`config.mk`:
```
export PLATFORM = sky130hd
export DESIGN_NAME = uart_tx_arbiter
export DESIGN_NICKNAME = d
export VERILOG_FILES = /design/src/rtl/uart_tx_arbiter.sv
export SDC_FILE = /design/constraint.sdc
export NUM_CORES = 1
export LEC_CHECK = 0
export CAP_MARGIN = 20
export CORE_ASPECT_RATIO = 1.75
export CORE_MARGIN = 5
export CORE_UTILIZATION = 54
export DETAILED_ROUTE_END_ITERATION = 7
export PLACE_DENSITY_LB_ADDON = 0.05
export RECOVER_POWER = 25
export SYNTH_ARGS = -nofsm -noshare
export SYNTH_HDL_FRONTEND = slang
export SYNTH_SLANG_ARGS = --single-unit
```
`constraint.sdc`:
```
create_clock -name clk -period 2.4 [get_ports clk]
set_clock_uncertainty 0.05 [all_clocks]
set_input_delay 0.24 -clock clk [delete_from_list [all_inputs] [get_ports clk]]
set_output_delay 0.24 -clock clk [all_outputs]
set_load 0.01 [all_outputs]
```
`src/rtl/uart_tx_arbiter.sv`:
```
// uart_tx_arbiter: shares one 8N1 UART transmit line between two byte
// requesters (0 = CPU UART, 1 = debug/boot monitor).
//
// Ports
//   clk            single clock, rising edge
//   reset          asynchronous, active-low
//   req0_data/valid/ready   requester 0 byte handshake
//   req1_data/valid/ready   requester 1 byte handshake
//   tx             serial line, idle high
//   busy           a frame is in progress
//   owner          requester whose byte is (or last was) on the line
//
// A byte is accepted only while idle. With both requesters waiting, the one
// not served last wins, so contention alternates. Each bit lasts DIV cycles;
// one idle cycle separates back-to-back frames.
module uart_tx_arbiter #(
   parameter int unsigned DIV = 868
) (
   input  logic       clk,
   input  logic       reset,
   input  logic [7:0] req0_data,
   input  logic       req0_valid,
   output logic       req0_ready,
   input  logic [7:0] req1_data,
   input  logic       req1_valid,
   output logic       req1_ready,
   output logic       tx,
   output logic       busy,
   output logic       owner
);

   typedef enum logic [0:0] {StIdle, StSend} state_e;

   localparam logic [15:0] BitReload = 16'(DIV - 1);
   localparam logic [3:0]  LastBit   = 4'd9;
   localparam logic [3:0]  StopBit   = 4'd8;

   state_e      state_q, state_d;
   logic [15:0] timer_q, timer_d;
   logic [3:0]  bit_cnt_q, bit_cnt_d;
   logic [7:0]  data_q, data_d;
   logic        tx_q, tx_d;
   logic        owner_q, owner_d;
   logic        last_q, last_d;
   logic        grant0, grant1;

   // last_q = 1 means requester 1 was served last, so requester 0 wins a tie.
   always_comb begin
      grant0     = req0_valid & (~req1_valid | last_q);
      grant1     = req1_valid & (~req0_valid | ~last_q);
      // Gated by reset so no ready is shown while reset is held low.
      req0_ready = reset & (state_q == StIdle) & grant0;
      req1_ready = reset & (state_q == StIdle) & grant1;
   end

   always_comb begin
      state_d   = state_q;
      timer_d   = timer_q;
      bit_cnt_d = bit_cnt_q;
      data_d    = data_q;
      tx_d      = tx_q;
      owner_d   = owner_q;
      last_d    = last_q;
      unique case (state_q)
         StIdle: begin
            if (req0_ready || req1_ready) begin
               state_d   = StSend;
               data_d    = req1_ready ? req1_data : req0_data;
               owner_d   = req1_ready;
               last_d    = req1_ready;
               timer_d   = BitReload;
               bit_cnt_d = 4'd0;
               tx_d      = 1'b0;  // start bit
            end
         end
         StSend: begin
            if (timer_q != 16'd0) begin
               timer_d = timer_q - 16'd1;
            end else if (bit_cnt_q == LastBit) begin
               // End of stop bit: line already high, back to idle.
               state_d   = StIdle;
               bit_cnt_d = 4'd0;
               tx_d      = 1'b1;
            end else begin
               // Bit index n+1 carries data bit n (LSB first), index 9 is stop.
               bit_cnt_d = bit_cnt_q + 4'd1;
               timer_d   = BitReload;
               tx_d      = (bit_cnt_q == StopBit) ? 1'b1 : data_q[bit_cnt_q[2:0]];
            end
         end
         default: state_d = StIdle;
      endcase
   end

   always_ff @(posedge clk or negedge reset) begin
      if (!reset) begin
         state_q   <= StIdle;
         timer_q   <= 16'd0;
         bit_cnt_q <= 4'd0;
         data_q    <= 8'd0;
         tx_q      <= 1'b1;
         owner_q   <= 1'b0;
         last_q    <= 1'b1;
      end else begin
         state_q   <= state_d;
         timer_q   <= timer_d;
         bit_cnt_q <= bit_cnt_d;
         data_q    <= data_d;
         tx_q      <= tx_d;
         owner_q   <= owner_d;
         last_q    <= last_d;
      end
   end

   assign tx    = tx_q;
   assign busy  = (state_q == StSend);
   assign owner = owner_q;

endmodule
```
* Word level (Yosys, flattened, before mapping)
Cells that the tools add are included.
W data, S select, Z words.
** Storage, ports and cells
- Register bits :: 32
- Input bits :: 20
** Cells by class
- Add/subtract/negate cells :: 2
- Magnitude comparators :: 1
- Equal/unequal tests :: 5
- Mux-type cells :: 20
- Bitwise logic cells :: 11
- Reductions and logical operators :: 5
** Operator list (count)
- $mux W16 :: 3
- $pmux W16 S2 :: 1
- $reduce_bool A16 Y1 :: 1
- $sub A16 B1 Y16 const B :: 1
- $mux W4 :: 3
- $eq A4 B4 Y1 const B :: 2
- $mux W1 :: 8
- $mux W8 :: 1
- $pmux W4 S2 :: 1
- $reduce_and A2 Y1 :: 3
- $and A1 B1 Y1 :: 5
- $add A4 B1 Y4 const B :: 1
- $lt A3 B4 Y1 const B :: 1
- $not A1 Y1 :: 4
- $pmux W1 S2 :: 2
- $bmux W1 S3 :: 1
- $ne A3 B3 Y1 const B :: 1
- $ne A2 B1 Y1 const B :: 1
- $ne A2 B2 Y1 const B :: 1
- $or A1 B1 Y1 :: 2
- $logic_or A1 B1 Y1 :: 1

* Longest topological paths before layout
- Depth in word-level cells :: 7
- Mapped depth :: 8
- Depth with buffers taken out :: 8

* Least setup slack after synthesis
Ideal clock, no wire load.
- Kind :: reg2reg
- From :: register timer_q[0]
- To :: register timer_q[11]
- Library setup time :: 0.141 ns
- Data arrival time :: 1.938 ns
- Required time :: 2.209 ns
- Slack :: 0.271 ns
- Stages on the path, launching flop included :: 8
- Clock period less this slack :: 2.129 ns
- Cell sequence :: dfrtp_1 -> inv_1 -> ha_1 -> or4b_4 -> o41ai_4 -> a21oi_1 -> o21ai_1 -> o31ai_1
** Between the ends
- Cells in the longest elaborated chain, start to end :: 3
- Elaborated cells on any way between the ends :: 6
** Ends and longest elaborated chain
- start: declaration :: RTL line 39 : logic [15:0] timer_q, timer_d;
- start signal: assignment :: RTL line 106 : timer_q <= timer_d;
- $sub A16 B1 Y16 / $reduce_bool A16 Y1 (equally long branches) :: RTL line 78, 77
- $mux W16 / $ne A3 B3 Y1 (equally long branches)
- $pmux W16 S2 / $reduce_and A2 Y1 (equally long branches)
Parallel ways exist; a longest one is shown, timed or not.
A chain may end at the register's enable or synchronous reset.

* Worst setup path after layout
- From :: register state_q, in the netlist busy
- To :: output port req1_ready
** Between the ends
- Cells in the longest elaborated chain, start to end :: 3
** Ends and longest elaborated chain
- start: declaration :: RTL line 38 : state_e state_q, state_d;
- start signal: assignment :: RTL line 97 : state_q <= StIdle;
- start signal: assignment :: RTL line 105 : state_q <= state_d;
- $not A1 Y1 (no source line)
- $and A1 B1 Y1 (2 in a row) :: RTL line 53 : req1_ready = reset & (state_q == StIdle) & grant1;
- end: declaration :: RTL line 26 : output logic req1_ready,
No other way between the ends.

==> summary.txt <==
Power and ir drop
  • LEAKAGE: roughly 1 nW
  • Peak supply drop: approximately 0.00044 V
  • Pwr dens: 518.6 nW/um^2

Detailed routing
  • Vias/cell: 5.915
  • DR iter-0 viols: 39
  • DRC Markers: 0
  • Antenna-violating nets left: 0
  • Routed Wire Length: 4400 um
  • WL/cell: 16.30 um
  • First-pass detailed-route iteration total: 4
  • Via count: around 1600

Worst setup path
  • Worst setup SP type: flop
  • Critical path's top delay family: buffers and inverters
  • Worst endpoint data arrival time: 1.96 ns
  • Worst-path fanout max: 14
  • CP cell instances: nor2b_1, nand2_1, a21o_1, inv_1, clkdlybuf4s50_1
  • Buf/Inv on CP: 2
  • Critical Path RT: approximately 2.1 ns
  • Setup CP Type: flop to output port
  • Delay of the slowest cell on the worst path: ~0.57 ns
  • Worst setup EP type: output port
  • Crit-path slowest cell: dfrtp_1

Synth
  • Synth Net Count: around 210
  • Mapped cell area: around 1800 um^2
  • Seq/Total Area, Yosys: 0.4556
  • Yosys warnings: 0
  • Flop and latch count out of synthesis: 32
  • Mean Syn Cell Area: 9.134 um^2
  • Post-synthesis cell type count: between 40 and 50
  • Cells after synthesis: about 190
  • Post-synth top flop: dfrtp_1
  • EDFF count, synth: 0
  • Post-synth ARST share: 1.000

STA
  • Setup_tns: 0 ns
  • Final hold vios: 0
  • Part of the cycle the worst path needs: 0.9387
  • Fin Hold WS: 0.4530 ns
  • Pins Over Slew Limit: 33
  • Final setup violation count: 0
  • Max transition margin: -0.1189
  • Final min period: 2.253 ns
  • RSZ-0062 raised after global routing: no
  • Worst slew pin tran: 1.678 ns
  • Fmax achieved: roughly 0.44 GHz

CTS
  • Skew-Pair Late Insertion Delay: 0.29 ns
  • CTS Buf Count: 5
  • CTS Hold Bufs: 0
  • Clock Tree Root: clkbuf_8
  • CTS max path bufs: 2
  • CTS sink cnt: 32
  • Number of setup buffers added after CTS: 0
  • Cts repair resizes: 0
  • Clock transition at path regs: ~0.070 ns
  • H-tree depth: 2
  • CTS tree: done

Die
  • Die Area: around 4600 um^2
  • IO Count: 25
  • Initial core utilization: 0.5611
  • Die Height: 85.59 um
  • Die width: between 50 and 60 um
  • Rows: 27
  • Core footprint: around 3100 um^2

Flow run
  • Max_cap viols: 1

Run status
  • Failing checks: max-capacitance violations, max-slew violations
  • Status: complete, but fails checks

Global route
  • Number of global-route vias before repair: about 1700
  • First-pass GRT wire length: 7479 um
  • Total track usage: 0.2232
  • Initial antenna violation count: 0
  • Largest net degree at the start of global routing: 33
  • Global route overflow: 0

Layout
  • Area Growth Syn to Fin: 25.12%
  • Non-Filler Instances: 270
  • Ant diodes: 0
  • Fillers: 257
  • Share of layout cells above drive strength 1: 0.1233
  • Nets: around 250
  • Most frequent cells in the layout: dfrtp_1, clkdlybuf4s50_1, nor2_1, a21oi_1, nand2_1
  • Most common cell after layout, fill and taps aside: dfrtp_1

Hold path
  • Hold Path Class: flop to flop

Placed design
  • Dpl cells: around 260
  • Port Buffer Count: 24
  • DPL Wire Length: approximately 3300 um
  • Gpl congestion: 0.8547
-- tightest hold or removal path, stage by stage, from the launching register on --
cell and delay, ns:
dfstp_2 0.38, nand2_1 0.05, o21ai_0 0.07
-- metrics by stage --
step | util | power [W] | area, um^2 | worst slack, ns
6_report | 0.7021 | 0.001144 | 2206 | 0.1472
2_1_floorplan | - | 0.0005961 | 1763 | 0.2709
5_1_grt | 0.7021 | 0.001188 | 2206 | 0.05113
3_3_place_gp | 0.6691 | 0.0006481 | 2102 | 0.2094
3_5_place_dp | 0.6691 | 0.0006505 | 2102 | 0.1546
4_1_cts | 0.7033 | 0.001155 | 2210 | 0.1340
-- kinds of logic after synthesis --
logic type / after synthesis / synth area share
mux: 12 / 0.08233
compound gates: 57 / 0.1994
simple gates: 72 / 0.2094
buf+inv: 17 / 0.03620
flops: 32 / 0.4556
xor+xnor: 2 / 0.009938
fa+ha+maj: 1 / 0.007096
-- flip-flops by register name, summed over array words and instances (netlist names) --
signal,flops
owner,1
last_q,1
busy,1
bit_cnt_q,4
data_q,8
timer_q,16
tx,1
-- Yosys cell counts, types with 2 or more instances --
master / number / share of area
nor2_1: 23 / 0.049
a22o_1: 2 / 0.0099
nor4_1: 3 / 0.011
dfstp_2: 2 / 0.030
nor2b_1: 2 / 0.0071
nand4_1: 4 / 0.014
o31ai_1: 2 / 0.0085
inv_1: 8 / 0.017
mux4_2: 2 / 0.026
a21oi_1: 19 / 0.054
a31oi_1: 5 / 0.018
o21ai_0: 7 / 0.020
nand2b_1: 4 / 0.014
dfrtp_1: 30 / 0.43
o21ai_1: 12 / 0.034
o22ai_1: 3 / 0.011
nand2_1: 17 / 0.036
clkbuf_1: 7 / 0.015
mux2i_1: 10 / 0.057
or4_4: 2 / 0.013
nor3_1: 8 / 0.023
-- path summary, 6_finish.rpt --
| path | start | to | slack [ns] | depth (start not counted) |
|---|---|---|---|---|
| hold / removal | last_q | last_q | 0.45 | 2 |
| setup / recovery | busy | req1_ready | 0.15 | 5 |
| hold reg to reg | last_q | last_q | 0.45 | 2 |
| setup reg to reg | timer_q[0] | timer_q[7] | 0.26 | 8 |
| max in group asynchronous | reset | data_q[4] | 0.43 | 2 |
| min in group asynchronous | reset | bit_cnt_q[0] | 0.90 | 2 |
-- final cells by class --
type	instances	area (um^2)	share of cell area
Timing Repair Buffer	34	311.5	0.1412
Multi-Input combinational cell	144	895.9	0.4061
Inverter	9	33.78	0.01531
Clock buffer	6	72.57	0.03290
Sequential cell	32	803.3	0.3642
Tap cell	43	53.80	0.02439
Clock inverter	2	35.03	0.01588
-- where the power goes --
| part | total [W] | leakage, nW | internal (W) | switching [W] |
|---|---|---|---|---|
| sequential | 0.000562 | 0.350 | 0.000553 | 0.00000889 |
| clock | 0.000505 | 0.0552 | 0.000308 | 0.000198 |
| combinational | 0.0000767 | 0.568 | 0.0000454 | 0.0000312 |
| total | 0.00114 | 0.974 | 0.000906 | 0.000238 |
-- metal layers --
| layer | share of wire | vias to the layer above | routed length (um) | global-route usage |
|---|---|---|---|---|
| met5 | 0 | - | 0 | 0 |
| met4 | 0.012 | 0 | 53 | 0.09767 |
| met3 | 0.028 | 5 | 125 | 0.05043 |
| met2 | 0.58 | 27 | 2552 | 0.4186 |
| met1 | 0.38 | 796 | 1668 | 0.2210 |
| li1 | - | 769 | - | - |
No activity file was read; power rests on OpenSTA's default activity.
